===== config.mk =====
export PLATFORM = sky130hd
export DESIGN_NAME = cacheline_adapter_flat
export DESIGN_NICKNAME = d
export VERILOG_FILES = /design/src/rtl/cacheline_adapter_if.sv /design/src/rtl/cacheline_adapter.sv /design/src/flat_wrapper.sv
export SDC_FILE = /design/constraint.sdc
export NUM_CORES = 1
export LEC_CHECK = 0
export ABC_AREA = 1
export BUFFER_PORTS_ARGS = -buffer_cell sky130_fd_sc_hd__buf_4
export CORE_AREA = 8 8 335 240
export DETAILED_ROUTE_END_ITERATION = 10
export DIE_AREA = 0 0 343 248
export SETUP_SLACK_MARGIN = 0.5
export SYNTH_ARGS = -nofsm -noshare
export SYNTH_HDL_FRONTEND = slang
export SYNTH_SLANG_ARGS = --single-unit

===== constraint.sdc =====
create_clock -name clk -period 3.09 [get_ports clk]
set_input_delay 0.1545 -clock clk [delete_from_list [all_inputs] [get_ports clk]]
set_output_delay 0.1545 -clock clk [all_outputs]
set_load 0.05 [all_outputs]

===== src/rtl/cacheline_adapter_if.sv =====
// Bundle of the cache-side line port (dfp_*) and the memory-side burst port (bmem_*).
// The adapter takes the slave view; the cache/memory environment takes the master view.
interface cacheline_adapter_if #(
   parameter int BEAT_W = 64,
   parameter int BEATS  = 4
);
   localparam int LINE_W = BEAT_W * BEATS;

   logic [31:0]       dfp_addr;
   logic              dfp_read;
   logic              dfp_write;
   logic [LINE_W-1:0] dfp_wdata;
   logic [LINE_W-1:0] dfp_rdata;
   logic              dfp_resp;

   logic [31:0]       bmem_addr;
   logic              bmem_read;
   logic              bmem_write;
   logic [BEAT_W-1:0] bmem_wdata;
   logic              bmem_ready;
   logic [BEAT_W-1:0] bmem_rdata;
   logic              bmem_rvalid;

   modport slave (
      input  dfp_addr, dfp_read, dfp_write, dfp_wdata,
      output dfp_rdata, dfp_resp,
      output bmem_addr, bmem_read, bmem_write, bmem_wdata,
      input  bmem_ready, bmem_rdata, bmem_rvalid
   );

   modport master (
      output dfp_addr, dfp_read, dfp_write, dfp_wdata,
      input  dfp_rdata, dfp_resp,
      input  bmem_addr, bmem_read, bmem_write, bmem_wdata,
      output bmem_ready, bmem_rdata, bmem_rvalid
   );
endinterface


===== src/rtl/cacheline_adapter.sv =====
// Turns one 256-bit cache line read/write into a 4-beat burst on the memory port,
// packing read beats into a line and splitting write lines into beats.
module cacheline_adapter #(
   parameter int BEAT_W = 64,
   parameter int BEATS  = 4
) (
   input  logic               clk,
   input  logic               rst,
   cacheline_adapter_if.slave bus
);
   localparam int                LINE_W     = BEAT_W * BEATS;
   localparam int                CNT_W      = (BEATS > 1) ? $clog2(BEATS) : 1;
   localparam logic [CNT_W-1:0]  LAST_BEAT  = CNT_W'(BEATS - 1);
   localparam logic [31:0]       ALIGN_MASK = ~32'h1F;

   generate
      if (LINE_W != 256) begin : g_bad_geometry
         $error("cacheline_adapter: BEAT_W*BEATS must equal 256");
      end
   endgenerate

   typedef enum logic [2:0] {IDLE, RD_REQ, RD_DATA, WR_DATA, DONE} state_t;

   state_t            state_reg, state_next;
   logic [CNT_W-1:0]  cnt_reg, cnt_next;
   logic [31:0]       addr_reg, addr_next;
   logic [LINE_W-1:0] line_reg, line_next;
   logic [LINE_W-1:0] rdata_reg, rdata_next;
   logic [BEAT_W-1:0] beat_w [BEATS];

   // Beat view of the line buffer; beat 0 is the least significant slice.
   for (genvar gi = 0; gi < BEATS; gi++) begin : g_beat
      assign beat_w[gi] = line_reg[gi*BEAT_W +: BEAT_W];
   end

   assign bus.dfp_rdata = rdata_reg;

   always_ff @(posedge clk) begin
      if (!rst) begin
         state_reg <= IDLE;
         cnt_reg   <= '0;
         addr_reg  <= '0;
         line_reg  <= '0;
         rdata_reg <= '0;
      end else begin
         state_reg <= state_next;
         cnt_reg   <= cnt_next;
         addr_reg  <= addr_next;
         line_reg  <= line_next;
         rdata_reg <= rdata_next;
      end
   end

   always_comb begin
      state_next      = state_reg;
      cnt_next        = cnt_reg;
      addr_next       = addr_reg;
      line_next       = line_reg;
      rdata_next      = rdata_reg;
      bus.dfp_resp    = 1'b0;
      bus.bmem_addr   = '0;
      bus.bmem_read   = 1'b0;
      bus.bmem_write  = 1'b0;
      bus.bmem_wdata  = '0;

      case (state_reg)
         IDLE: begin
            // Write has priority when both requests are raised together.
            if (bus.dfp_write) begin
               addr_next  = bus.dfp_addr & ALIGN_MASK;
               line_next  = bus.dfp_wdata;
               cnt_next   = '0;
               state_next = WR_DATA;
            end else if (bus.dfp_read) begin
               addr_next  = bus.dfp_addr & ALIGN_MASK;
               cnt_next   = '0;
               state_next = RD_REQ;
            end
         end
         RD_REQ: begin
            bus.bmem_read = 1'b1;
            bus.bmem_addr = addr_reg;
            if (bus.bmem_ready) begin
               cnt_next   = '0;
               state_next = RD_DATA;
            end
         end
         RD_DATA: begin
            if (bus.bmem_rvalid) begin
               line_next[cnt_reg*BEAT_W +: BEAT_W] = bus.bmem_rdata;
               cnt_next = cnt_reg + 1'b1;
               if (cnt_reg == LAST_BEAT) begin
                  rdata_next = line_next;
                  state_next = DONE;
               end
            end
         end
         WR_DATA: begin
            bus.bmem_write = 1'b1;
            bus.bmem_addr  = addr_reg;
            bus.bmem_wdata = beat_w[cnt_reg];
            if (bus.bmem_ready) begin
               cnt_next = cnt_reg + 1'b1;
               if (cnt_reg == LAST_BEAT) begin
                  state_next = DONE;
               end
            end
         end
         DONE: begin
            // Always return through IDLE so a request held over DONE is not re-accepted.
            bus.dfp_resp = 1'b1;
            state_next   = IDLE;
         end
         default: state_next = IDLE;
      endcase
   end
endmodule


===== src/flat_wrapper.sv =====
// flat-port wrapper written by rule: the top's interface ports become plain ports
module cacheline_adapter_flat 
#(
   parameter int BEAT_W = 64,
   parameter int BEATS  = 4
)
  (clk, rst, bus_dfp_addr, bus_dfp_read, bus_dfp_write, bus_dfp_wdata, bus_dfp_rdata, bus_dfp_resp, bus_bmem_addr, bus_bmem_read, bus_bmem_write, bus_bmem_wdata, bus_bmem_ready, bus_bmem_rdata, bus_bmem_rvalid);
  cacheline_adapter_if #(.BEAT_W(BEAT_W), .BEATS(BEATS)) bus_i ();
  input  logic clk;
  input  logic rst;
  input wire logic [$bits(bus_i.dfp_addr)-1:0] bus_dfp_addr;
  input wire logic [$bits(bus_i.dfp_read)-1:0] bus_dfp_read;
  input wire logic [$bits(bus_i.dfp_write)-1:0] bus_dfp_write;
  input wire logic [$bits(bus_i.dfp_wdata)-1:0] bus_dfp_wdata;
  output wire logic [$bits(bus_i.dfp_rdata)-1:0] bus_dfp_rdata;
  output wire logic [$bits(bus_i.dfp_resp)-1:0] bus_dfp_resp;
  output wire logic [$bits(bus_i.bmem_addr)-1:0] bus_bmem_addr;
  output wire logic [$bits(bus_i.bmem_read)-1:0] bus_bmem_read;
  output wire logic [$bits(bus_i.bmem_write)-1:0] bus_bmem_write;
  output wire logic [$bits(bus_i.bmem_wdata)-1:0] bus_bmem_wdata;
  input wire logic [$bits(bus_i.bmem_ready)-1:0] bus_bmem_ready;
  input wire logic [$bits(bus_i.bmem_rdata)-1:0] bus_bmem_rdata;
  input wire logic [$bits(bus_i.bmem_rvalid)-1:0] bus_bmem_rvalid;
  assign bus_i.dfp_addr = bus_dfp_addr;
  assign bus_i.dfp_read = bus_dfp_read;
  assign bus_i.dfp_write = bus_dfp_write;
  assign bus_i.dfp_wdata = bus_dfp_wdata;
  assign bus_dfp_rdata = bus_i.dfp_rdata;
  assign bus_dfp_resp = bus_i.dfp_resp;
  assign bus_bmem_addr = bus_i.bmem_addr;
  assign bus_bmem_read = bus_i.bmem_read;
  assign bus_bmem_write = bus_i.bmem_write;
  assign bus_bmem_wdata = bus_i.bmem_wdata;
  assign bus_i.bmem_ready = bus_bmem_ready;
  assign bus_i.bmem_rdata = bus_bmem_rdata;
  assign bus_i.bmem_rvalid = bus_bmem_rvalid;
  cacheline_adapter #(.BEAT_W(BEAT_W), .BEATS(BEATS)) u_core (.clk(clk), .rst(rst), .bus(bus_i));
endmodule

==> qor.yml <==
die:
  fp.dieH_um: 248
  core-area_um2: 75500
  io_pins: 713
  dieArea_um2: 85100
  die_x_um: 343
  initial_core_util_pct: 39.4
  rows: 85
drt:
  antenna_left: 0
  finalWirelength_mm: 141
  dr.pass1.iters: 6
  drc_errors: 0
  detail_route.iter0.violations: 4072
  vias: 35700
  vias_per_cell: 5.32
  post_drt_wl_per_cell_um: 21.0
critical_path:
  critPathArrivalTime_ns: 3.20
  end_kind: "flip-flop"
  r2r_start: "u_core.state_reg[0]"
  rrSetupSlack_ns: 0.46
  cp.required_ns: 3.66
  path_cells: "nor2_1 -> nand3_4 -> buf_16 -> nand3b_1 -> nand2_1 -> a21oi_1 -> dlygate4sd3_1"
  cp-startpoint: "u_core.state_reg[0]"
  crit_type: "flip-flop to flip-flop"
  start_kind: "flip-flop"
  critPathSlowestCell: "dlygate4sd3_1"
  critical-path-max-stage-delay_ns: 0.58
  cp_max_fo: 154
sta:
  clock_skew_ns: 0.0148
  rsz0062_at_grt: "true"
  tns_ns: 0
  worst_pin_slew_ns: 1.14
  max_freq_ghz: 0.381
  slew_headroom_pct: 24.1
  hold_viol: 0
  slew_viol_final: 0
  setup_viol: 0
  fin_ws_ns: 0.464
  post-route-period-util_pct: 85.0
  min_period_ns: 2.63
synth:
  yosys_register_bits: 544
  syn_inst: 4822
  yosys.area.top_type: "dfxtp_1"
  synth_top_area_share_pct: 36.6
  synth-seq-area-share_pct: 36.6
  syn_avg_cell_area_um2: 6.17
  async_flop_share_pct: 0
  synth.cell_area_um2: 29700
  synth_edf_count: 0
  synth.most_common_cell: "nand2_1"
  synth_common_cells: "1866 x nand2_1, 705 x a21oi_1, 544 x dfxtp_1"
  synth_ff_type: "dfxtp_1"
  yosys_warnings: 0
  ys_types: 25
  synthTopCellsByArea: "dfxtp_1 37%, nand2_1 24%, a21oi_1 12%, nand3_1 6.5%, o21ai_0 4.3%"
place:
  detailedPlace.worstSlack_ns: 0.682
  hpwl_mm: 86.7
  port-buffer-count: 702
  gp_congestion: 0.886
  dpl_cell_area_um2: 35600
clocking:
  cts-root-buf: "clkbuf_16"
  clock_sinks: 544
  tritoncts: "yes"
  cts_setup_buffers: 0
  cts_buffers: 59
  clkLatencyLatePin_ns: 0.64
  cts_buffer_depth: 3
  cts.clk_slew.worst_paths_ns: 0.06
  h-tree-depth: 2
final_layout:
  area_growth_pct: 40.6
  final_area_um2: 41800
  nets: 6032
  final_core_util_pct: 55.4
  drive_gt1_share_pct: 18.1
global_route:
  grt_pass1_vias: 33600
  grt_pass1_wl_mm: 207
  grt_max_degree: 171
  grt_antenna_before_repair: 5
  overflow: 0
  groute.usage.overall_pct: 30.9
run_status:
  status: "finished, final reports clean"
power:
  swShare_pct: 47.3
  seqPwrFrac_pct: 25.6
  p_clk_share_pct: 19.9
  leakage_nw: 19.7
  cellPowerDensity_nw_per_um2: 893
  p_switching_w: 0.0177
  peakVddDrop_uv: 855
  combinationalPowerShare_pct: 54.5
  internal_power_w: 0.0197
flow_run:
  cap_violations: 0
hold_path:
  hold_class: "input pin to flip-flop"
  hold_path.startpoint: "bus_bmem_rvalid"
through the flow:
stage	instances	hold WS (ns)	power (W)
final	6715	0.0757	0.0373
after global routing	6714	0.125	0.0397
after floorplan	4826	0.289	0.0221
after CTS	6706	0.0338	0.0363
after detailed placement	6212	0.382	0.0280
after global placement	6212	0.377	0.0279
critical path: cells and delay by family (launching register included):
kind                   cells  cell delay (ns)
AND/OR/NAND/NOR            4             0.84
buffers and inverters      2             0.83
flip-flops                 1             0.37
AO/OA/AOI/OAI              1             0.15
per-layer routing:
metal	vias up	share of wire [%]	track usage (%)
met5	-	0	0
met1	16500	42	41.2
met2	1828	45	48.7
met4	0	3.5	11.0
li1	17100	-	-
met3	287	10	7.17
area by class of cell:
class	count	area, um^2
Tap cell	1000	1250
Clock inverter	17	165
Multi-Input combinational cell	3592	16100
Clock buffer	87	1800
Sequential cell	544	10900
Fill cell	7445	33700
Antenna cell	4	10.0
Inverter	305	1190
Timing Repair Buffer	1166	10300
what timing repair did:
| item | in CTS | in global routing |
|---|---|---|
| pin swaps | 0 | 1 |
| gates resized for setup | 14 | 32 |
| hold buffers | 389 | 0 |
| setup endpoints to repair | 61 | 67 |
| endpoints found under the hold margin | 418 | 0 |
| cloned | 1 | 5 |
power groups by stage:
stage | clock, W | sequential [W] | combinational [W]
2_1_floorplan | 0 | 0.00943 | 0.0127
3_3_place_gp | 0 | 0.00961 | 0.0183
3_5_place_dp | 0 | 0.00963 | 0.0184
4_1_cts | 0.00750 | 0.00949 | 0.0193
5_1_grt | 0.00779 | 0.00973 | 0.0221
6_report | 0.00743 | 0.00955 | 0.0203
cell usage in the layout, fill, tap and decap left out, types with 3 or more instances in the layout:
| master | n |
|---|---|
| buf_16 | 7 |
| nand3b_1 | 128 |
| buf_4 | 729 |
| inv_1 | 291 |
| inv_4 | 4 |
| a21oi_2 | 4 |
| nor2_4 | 4 |
| dfxtp_1 | 542 |
| bufinv_16 | 3 |
| ha_1 | 6 |
| clkbuf_1 | 8 |
| inv_2 | 4 |
| clkinv_2 | 16 |
| nor3_1 | 3 |
| diode_2 | 4 |
| a21oi_1 | 701 |
| nand2_1 | 1863 |
| buf_12 | 24 |
| or2_2 | 128 |
| conb_1 | 5 |
| clkbuf_8 | 19 |
| nor2_1 | 96 |
| clkbuf_16 | 67 |
| buf_6 | 7 |
| dlygate4sd3_1 | 389 |
| nand3_1 | 388 |
| o21ai_0 | 256 |
kinds of logic after synthesis:
| logic type | synth area share (%) |
|---|---|
| AND/OR/NAND/NOR | 37.5 |
| AO/OA/AOI/OAI | 16.2 |
| buffers and inverters | 9.43 |
| flip-flops | 36.6 |
| adder cells (fa/ha/maj) | 0.252 |
| other | 0.0126 |
worst paths after layout:
kind	to	cells past startpoint
worst max-delay path	u_core.line_reg[30]	7
worst min register to register	u_core.bus.dfp_rdata[4]	2
worst max register to register	u_core.line_reg[30]	7
worst min-delay path	u_core.state_reg[2]	5
(Power assumes the default switching activity.)
